**src/rtl/stepper_pkg.sv**
```systemverilog
// rtl/stepper_pkg.sv - coil phase table, pattern classes, decoder states and the pattern-to-phase lookup
package stepper_pkg;

   // Phase index i occupies bits [4*i +: 4]; index 0 is 0001, index 7 is 1001.
   localparam logic [31:0] PHASE_LUT = {4'b1001, 4'b1000, 4'b1100, 4'b0100,
                                        4'b0110, 4'b0010, 4'b0011, 4'b0001};

   typedef enum logic [1:0] {
      COIL_OFF     = 2'd0,
      COIL_LEGAL   = 2'd1,
      COIL_ILLEGAL = 2'd2
   } coil_class_t;

   typedef logic [1:0] dec_state_t;
   localparam dec_state_t ST_IDLE  = 2'd0;
   localparam dec_state_t ST_TRACK = 2'd1;
   localparam dec_state_t ST_ERROR = 2'd2;

   typedef struct packed {
      coil_class_t cls;
      logic [2:0]  idx;
   } coil_phase_t;

   // Classify a coil pattern; idx is only meaningful when cls is COIL_LEGAL.
   function automatic coil_phase_t coil_to_phase(input logic [3:0] code);
      coil_phase_t r;
      r.cls = (code == 4'b0000) ? COIL_OFF : COIL_ILLEGAL;
      r.idx = 3'd0;
      for (int i = 0; i < 8; i++) begin
         if (PHASE_LUT[i*4 +: 4] == code) begin
            r.cls = COIL_LEGAL;
            r.idx = 3'(i);
         end
      end
      return r;
   endfunction

endpackage

```
**src/rtl/coil_deglitch.sv**
```systemverilog
// rtl/coil_deglitch.sv - stable-count filter for the registered coil pattern (used only with COIL_DEGLITCH_EN)
module coil_deglitch
   import stepper_pkg::*;
#(
   parameter int DEGLITCH_CYCLES = 3
) (
   input  logic       clk,
   input  logic       rst,
   input  logic [3:0] coil_q,
   output logic [3:0] coil_stable
);

   localparam int CW = $clog2(DEGLITCH_CYCLES + 1);

   logic [3:0]    cand;
   logic [CW-1:0] cnt;
   logic [CW-1:0] cnt_nxt;

   // Run length of the current candidate, saturating at the acceptance threshold.
   always_comb begin
      cnt_nxt = CW'(1);
      if (coil_q == cand) begin
         cnt_nxt = (cnt == CW'(DEGLITCH_CYCLES)) ? cnt : cnt + CW'(1);
      end
   end

   // Track the candidate and publish it once it has been seen enough times in a row.
   always_ff @(posedge clk or posedge rst) begin
      if (rst) begin
         cand        <= 4'b0000;
         cnt         <= CW'(DEGLITCH_CYCLES);
         coil_stable <= 4'b0000;
      end else begin
         cand <= coil_q;
         cnt  <= cnt_nxt;
         if (cnt_nxt == CW'(DEGLITCH_CYCLES)) begin
            coil_stable <= coil_q;
         end
      end
   end

endmodule

```
**src/rtl/coil_phase_decoder.sv**
```systemverilog
// rtl/coil_phase_decoder.sv - stepper coil bus decoder: FSM, position and quarter-turn counters; COIL_DEGLITCH_EN adds an input filter
module coil_phase_decoder
   import stepper_pkg::*;
#(
   parameter int POS_W           = 16,
   parameter int QTURN_HALFSTEPS = 400
`ifdef COIL_DEGLITCH_EN
   ,
   parameter int DEGLITCH_CYCLES = 3
`endif
) (
   input  logic             clk,
   input  logic             rst,
   input  logic [3:0]       coil_in,
   input  logic             zero_pos,
   input  logic             err_clear,
   output logic             step_pulse,
   output logic             step_dir,
   output logic             step_half,
   output logic [POS_W-1:0] position,
   output logic             qturn_pulse,
   output logic             idle,
   output logic             error
);

   // Count can momentarily reach QTURN_HALFSTEPS+1 before the wrap subtraction.
   localparam int QCW = $clog2(QTURN_HALFSTEPS + 2);

   logic [3:0]    coil_q;
   logic [3:0]    coil_dec;
   coil_phase_t   ph;
   logic [2:0]    delta;

   dec_state_t    state, st_n;
   logic [2:0]    ref_idx, ref_n;
   logic [QCW-1:0] qcnt, q_n, qsum;
   logic [POS_W-1:0] pos_n;
   logic          pulse_n, dir_n, half_n, qt_n;
   logic          step_ev, fwd;
   logic [1:0]    amt;

   // Register the asynchronous-looking drive bus once before decoding.
   always_ff @(posedge clk or posedge rst) begin
      if (rst) coil_q <= 4'b0000;
      else     coil_q <= coil_in;
   end

`ifdef COIL_DEGLITCH_EN
   coil_deglitch #(
      .DEGLITCH_CYCLES (DEGLITCH_CYCLES)
   ) u_deglitch (
      .clk         (clk),
      .rst         (rst),
      .coil_q      (coil_q),
      .coil_stable (coil_dec)
   );
`else
   assign coil_dec = coil_q;
`endif

   assign ph    = coil_to_phase(coil_dec);
   assign delta = ph.idx - ref_idx;
   assign idle  = (state == ST_IDLE);
   assign error = (state == ST_ERROR);

   // Next-state decode: classify the phase move, then apply step and zeroing side effects.
   always_comb begin
      st_n    = state;
      ref_n   = ref_idx;
      pos_n   = position;
      q_n     = qcnt;
      qsum    = '0;
      pulse_n = 1'b0;
      dir_n   = step_dir;
      half_n  = step_half;
      qt_n    = 1'b0;
      step_ev = 1'b0;
      fwd     = 1'b0;
      amt     = 2'd0;
      case (state)
         ST_IDLE: begin
            if (ph.cls == COIL_ILLEGAL) begin
               st_n = ST_ERROR;
            end else if (ph.cls == COIL_LEGAL) begin
               ref_n = ph.idx;
               st_n  = ST_TRACK;
            end
         end
         ST_TRACK: begin
            if (ph.cls == COIL_OFF) begin
               st_n = ST_IDLE;
            end else if (ph.cls == COIL_ILLEGAL) begin
               st_n = ST_ERROR;
            end else begin
               case (delta)
                  3'd0: ;
                  3'd1: begin step_ev = 1'b1; fwd = 1'b1; amt = 2'd1; end
                  3'd2: begin step_ev = 1'b1; fwd = 1'b1; amt = 2'd2; end
                  3'd7: begin step_ev = 1'b1; fwd = 1'b0; amt = 2'd1; end
                  3'd6: begin step_ev = 1'b1; fwd = 1'b0; amt = 2'd2; end
                  default: st_n = ST_ERROR;
               endcase
            end
         end
         ST_ERROR: begin
            // A pattern that is itself illegal keeps us in ERROR even if a clear arrives.
            if (err_clear && (ph.cls != COIL_ILLEGAL)) st_n = ST_IDLE;
         end
         default: st_n = ST_IDLE;
      endcase

      if (step_ev) begin
         pulse_n = 1'b1;
         dir_n   = fwd;
         half_n  = (amt == 2'd1);
         ref_n   = ph.idx;
         pos_n   = fwd ? position + POS_W'(amt) : position - POS_W'(amt);
         qsum    = ((fwd != step_dir) ? '0 : qcnt) + QCW'(amt);
         if (qsum >= QCW'(QTURN_HALFSTEPS)) begin
            qt_n = 1'b1;
            q_n  = qsum - QCW'(QTURN_HALFSTEPS);
         end else begin
            q_n  = qsum;
         end
      end

      if (zero_pos) begin
         pos_n = '0;
         q_n   = '0;
         qt_n  = 1'b0;
      end
   end

   // State, counters and registered outputs.
   always_ff @(posedge clk or posedge rst) begin
      if (rst) begin
         state       <= ST_IDLE;
         ref_idx     <= 3'd0;
         qcnt        <= '0;
         position    <= '0;
         step_pulse  <= 1'b0;
         step_dir    <= 1'b0;
         step_half   <= 1'b0;
         qturn_pulse <= 1'b0;
      end else begin
         state       <= st_n;
         ref_idx     <= ref_n;
         qcnt        <= q_n;
         position    <= pos_n;
         step_pulse  <= pulse_n;
         step_dir    <= dir_n;
         step_half   <= half_n;
         qturn_pulse <= qt_n;
      end
   end

endmodule

```
**config.mk**
```make
export PLATFORM = sky130hd
export DESIGN_NAME = coil_phase_decoder
export DESIGN_NICKNAME = d
export VERILOG_FILES = /design/src/rtl/stepper_pkg.sv /design/src/rtl/coil_deglitch.sv /design/src/rtl/coil_phase_decoder.sv
export SDC_FILE = /design/constraint.sdc
export NUM_CORES = 1
export LEC_CHECK = 0
export ABC_AREA = 1
export CORE_MARGIN = 2
export CORE_UTILIZATION = 62
export DETAILED_ROUTE_END_ITERATION = 6
export GPL_ROUTABILITY_DRIVEN = 0
export HOLD_SLACK_MARGIN = 0.15
export PLACE_DENSITY_LB_ADDON = 0.05
export SLEW_MARGIN = 0
export SYNTH_ARGS = -nofsm -noshare
export SYNTH_HDL_FRONTEND = slang
export SYNTH_HIERARCHICAL = 1
export SYNTH_SLANG_ARGS = --single-unit
```
**constraint.sdc**
```tcl
create_clock -name clk -period 12.3 [get_ports clk]
set_input_delay 1.23 -clock clk [delete_from_list [all_inputs] [get_ports clk]]
set_output_delay 1.23 -clock clk [all_outputs]
set_load 0.02 [all_outputs]
```
# Word level (Yosys, flattened, before mapping)
# Index checks and enable logic that the tools add are counted.
# classes
n_addsub	5
order_cmp	1
n_eq_ne	23
mux	43
n_reduce_logical	15
# ops
operator	n
16-bit 2-to-1 mux	3
5-bit 2-to-1 mux	8
9-bit 2-to-1 mux	4
2-bit 2-to-1 mux	10
16-bit by 2-bit adder with 16-bit output	1
16-bit by 2-bit subtractor with 16-bit output	1
4-bit equality test (first input constant)	3
1-bit 2-to-1 mux	12
3-bit 2-to-1 mux	4
9-bit by 2-bit adder with 9-bit output	1
9-bit greater-or-equal comparator (second input constant)	1
9-bit subtractor (second input constant)	1
2-bit by 4-bit equality test with 1-bit output (first input constant)	2
3-bit by 4-bit equality test with 1-bit output (first input constant)	2
2-bit by 1-bit equality test with 1-bit output (second input constant)	3
3-bit equality test (second input constant)	2
2-bit case mux with 3 select lines	1
3-bit AND reduction	2
2-bit nonzero test	3
2-bit OR reduction	3
5-bit OR reduction	1
1-bit by 4-bit equality test with 1-bit output (first input constant)	1
2-bit equality test (second input constant)	2
2-bit logical NOT	2
13 further kinds	14
# word_totals
regBits	38
inputBits	8
out_inout_bits	22
wordCells	96

# Logic depth before layout (Yosys ltp)
# depth
ltp_word	24
mapped_depth	34
ltp_nobuf	34

# Worst setup path before layout
# No wires, ideal clock.
# synth_timing
path_kind	register -> register
start	register coil_q[3] (netlist: coil_dec[3])
end	register position[14]
setup_ns	0.123
arrival_ns	4.256
required_ns	12.177
setup_slack_ns	7.921
path_stages_with_launch	27
path_buffers	0
period_less_slack_ns	4.379
cell_sequence	dfrtp_1 -> nand2_1 -> nand2_4 -> nor3_1 -> inv_1 -> ha_1 -> fa_1 -> inv_1 -> nor2_4 -> nand2_1 -> nand2_1 -> nand2_1 -> ha_1 -> nor2_1 -> ha_1 -> inv_1 -> o21ai_0 -> a221oi_1 -> nand3_1 -> nand2_1 -> inv_1 -> nor2_1 -> nor2_1 -> nor2_1 -> inv_1 -> o21ai_0 -> nand2_1
# synth_between
elab_chain_len	19
word_cells_on_any_way	47
cone_classes	add/sub (3); eq/ne (13); mux (24); reduce/logical (7)
# synth_rtl
item	line	source
from (decl)	coil_phase_decoder.sv:29	logic [3:0] coil_q;
from (signal assigned)	coil_phase_decoder.sv:45	else coil_q <= coil_in;
2-bit by 4-bit equality test with 1-bit output	stepper_pkg.sv:30	if (PHASE_LUT[i*4 +: 4] == code) begin
5-bit 2-to-1 mux (6 in series)	stepper_pkg.sv:30	
5-bit 2-to-1 mux (*)	stepper_pkg.sv:30	
3-bit subtractor	coil_phase_decoder.sv:62	assign delta = ph.idx - ref_idx;
3-bit equality test (tied with other cells)	coil_phase_decoder.sv:95	case (delta)
2-bit OR reduction (no line)	--	
2-bit case mux with 2 select lines	coil_phase_decoder.sv:95	
2-bit 2-to-1 mux	coil_phase_decoder.sv:92	end else if (ph.cls == COIL_ILLEGAL) begin
2-bit 2-to-1 mux	coil_phase_decoder.sv:90	if (ph.cls == COIL_OFF) begin
2-bit 2-to-1 mux	coil_phase_decoder.sv:80	case (state)
16-bit by 2-bit subtractor with 16-bit output or 16-bit by 2-bit adder with 16-bit output (tied branches)	coil_phase_decoder.sv:117	pos_n = fwd ? position + POS_W'(amt) : position - POS_W'(amt);
16-bit 2-to-1 mux	coil_phase_decoder.sv:117	
16-bit 2-to-1 mux	coil_phase_decoder.sv:112	if (step_ev) begin
16-bit 2-to-1 mux	coil_phase_decoder.sv:127	if (zero_pos) begin
to (signal assigned)	coil_phase_decoder.sv:149	position <= pos_n;
to (decl)	coil_phase_decoder.sv:20	output logic [POS_W-1:0] position,
# Mark *: on every way between the ends. The rest lies on a longest branch, timed or not. The select of a mux whose other input is x is not followed.
# A chain may end at the register's enable or synchronous reset.

# Worst setup path in the final report
# layout_timing
start	register coil_q[3] (netlist: coil_dec[3])
end	register position[15]
# The elaborated chain is that of the path after synthesis.

==> flow_metrics.tcl <==
set metrics [dict create \
    worstSetupPathDepth 30 \
    synth_top_area_share_pct 31.35 \
    core_um2 4723 \
    worstReg2RegStart "coil_dec[3]" \
    cts_tree "yes" \
    fin_util_pct 73.67 \
    rsz0062_at_grt "false" \
    ir_worst_vdd_uv 109.3 \
    power.total_mw 0.4490 \
    min_period_ns 5.157 \
    pin_count 30 \
    drt-initial-drc-count 216 \
    worst_setup_path_start_kind "flip-flop" \
    cts_inserted_buffers 5 \
    port_buffers 29 \
    postCtsHoldBufs 0 \
    switchingPower_mw 0.1959 \
    final-setup-viol-count 0 \
    antenna_left 0 \
    die_w_um 73.94 \
    rows 25 \
    grt_pass1_wl_um 11120 \
    max_stage_delay_ns 0.81 \
    reg2reg_depth 30 \
    path_delay_family "simple AND/OR/NAND/NOR gates" \
    dp.cells 471 \
    htreeDepth 2 \
    syn_avg_cell_area_um2 8.045 \
    skew_ns 0.01059 \
    finalCritPeriodShare_pct 41.92 \
    cellInternalPower_mw 0.2531 \
    syn_area_um2 3033 \
    synth_cells 377 \
    finalWirelength_um 6493 \
    clkPwrFrac_pct 20.3 \
    endpoint_kind "flip-flop" \
    cap_violations 0 \
    yosysWarnings 6 \
    yosys-top-cells-area "dfrtp_1 31%, nand2_1 9.7%, ha_1 9.1%" \
    diodes 0 \
    crit_top_cell "nand2_1" \
    synth_edf_count 0 \
    leakage_nw 1.773 \
    post_cts_resized 0 \
    die_h_um 73.94 \
    crit_buf_inv 6 \
    maxClockFrequency_ghz 0.1939 \
    max_slew_margin_pct 29.48 \
    antenna_found_initial 0 \
    tightest_slew_ns 1.054 \
    ys_seq_elements 38 \
    track_usage_pct 26.12 \
    root_buffer "clkbuf_8" \
    drive_gt1_share_pct 13.83 \
    synth_seq_area_share_pct 31.35 \
    cts_buffer_depth 2 \
    cp.arrival_ns 5.34 \
    cts_sinks 38 \
    worstPathRequired_ns 12.48 \
    drc 0 \
    layout.cells.non_filler 479 \
    overflow 0 \
    critPathLaunch "coil_dec[3]" \
    p_per_area_nw_per_um2 129.0 \
    pwr-share-seq_pct 32.7 \
    timing.rr.end "position[15]" \
    yosysUniqueCellTypes 39 \
    r2r_slack_ns 7.14 \
    die-area_um2 5467 \
    crit_end "position[15]" \
    clkTransAtPathRegs_ns 0.08 \
    postCtsSetupRepairBufs 0 \
    sw_frac_of_total_pct 43.63 \
    grt_max_degree 39 \
    insertion_delay_ns 0.30 \
    final-hold-violation-count 0 \
    vias 2604 \
    vias_per_cell 5.436 \
    firstDrtPassIters 5 \
    crit_fanout 14 \
    grt_pass1_vias 2479 \
    dominantRegCellSynth "dfrtp_1" \
    syn_nets 410 \
    start_util_pct 64.21 \
    async_flop_share_pct 100.0 \
    worst-setup-path-type "reg -> reg" \
    synth_top_area_cell "dfrtp_1" \
    place_hpwl_um 4884 \
    fin_tns_setup_ns 0 \
    outcome "complete, no violations" \
    final_max_slew_viol_count 0 \
    combPwrFrac_pct 46.9 \
    syn_to_final_growth_pct 14.73 \
    hp-class "reg -> reg" \
    nets 444 \
    routedWlPerCell_um 13.56 \
    cp_slowest_cell "nor2_1" \
]
-- worst min-delay path, stage by stage, from the launching register on --
cell and delay (ns):
dfrtp_1 0.36, nand2_1 0.06, nand2_1 0.06
-- sequential cells by signal, indices dropped and copies added (netlist names) --
register	count
ref_idx	3
step_half	1
position	16
step_pulse	1
state	2
qturn_pulse	1
qcnt	9
step_dir	1
coil_dec	4
-- layout by cell type (no fill, tap or decap), drive strengths merged, types with 3 or more instances in the layout --
| cell type | Yosys | layout |
|---|---|---|
| a21oi | 20 | 20 |
| clkbuf | 1 | 7 |
| clkdlybuf4s50 | 0 | 29 |
| dfrtp | 38 | 38 |
| fa | 3 | 3 |
| ha | 22 | 22 |
| inv | 61 | 61 |
| nand2 | 96 | 96 |
| nand3 | 38 | 38 |
| nand4 | 6 | 6 |
| nor2 | 35 | 35 |
| o21ai | 28 | 28 |
| o22ai | 6 | 6 |
| xor2 | 5 | 5 |
-- how the worst min path moves through the flow --
stage                     slack [ns]  cells after the start   endpoint      start
after floorplan                 0.47                      2    qcnt[8]    qcnt[8]
after global placement          0.47                      2  step_half  step_half
after detailed placement        0.48                      2  step_half  step_half
after CTS                       0.50                      2  step_half  step_half
after global routing            0.53                      2  step_half  step_half
final                           0.50                      2  step_half  step_half
-- area by class of cell --
cell class | count | area [um2]
clock inverter | 1 | 5.005
timing repair buffer | 30 | 297.8
clock buffer | 7 | 86.33
inverter | 61 | 234.0
sequential | 38 | 950.9
tap | 67 | 83.83
multi-input combinational | 275 | 1822
fill | 382 | 1244
-- through the flow --
| step | hold slack (ns) | cell area [um2] | setup WS (ns) |
|---|---|---|---|
| floorplan | 0.4718 | 3033 | 7.921 |
| global placement | 0.4716 | 3388 | 7.402 |
| detailed placement | 0.4768 | 3388 | 7.186 |
| CTS | 0.5009 | 3480 | 7.132 |
| global route | 0.5307 | 3480 | 6.568 |
| finish | 0.4982 | 3480 | 7.144 |
-- synth_stat cells (all sizes together) (2+ instances only) --
| master | instances |
|---|---|
| nand3 | 38 |
| ha | 22 |
| xor2 | 5 |
| nor2 | 35 |
| o21ai | 28 |
| a31oi | 2 |
| fa | 3 |
| nand2 | 96 |
| inv | 61 |
| nand4 | 6 |
| o2111ai | 2 |
| buf | 2 |
| dfrtp | 38 |
| a22o | 2 |
| a21oi | 20 |
| nor3 | 2 |
| a32o | 2 |
| o22ai | 6 |
-- power groups by stage --
stage | Combinational [mW] | Sequential [mW] | Clock [mW]
2_1_floorplan | 0.159 | 0.152 | 0
3_3_place_gp | 0.203 | 0.149 | 0
3_5_place_dp | 0.208 | 0.150 | 0
4_1_cts | 0.210 | 0.147 | 0.0926
5_1_grt | 0.230 | 0.149 | 0.0978
6_report | 0.211 | 0.147 | 0.0912
-- routing by layer --
| layer | GRT usage (%) | vias up | part of all wire (%) |
|---|---|---|---|
| met5 | 0 | - | 0 |
| met3 | 4.336 | 8 | 3.6 |
| met1 | 35.14 | 1227 | 47 |
| met4 | 8.081 | 0 | 1.3 |
| met2 | 43.45 | 52 | 48 |
| li1 | - | 1317 | - |
-- cells by family after synthesis --
family | after synthesis | synth area share, %
simple gates | 179 | 34.57
compound gates | 66 | 13.00
xor+xnor | 5 | 1.444
fa+ha+maj | 25 | 11.06
flops | 38 | 31.35
buf+inv | 64 | 8.581
No activity file was read; power rests on OpenSTA's default activity.
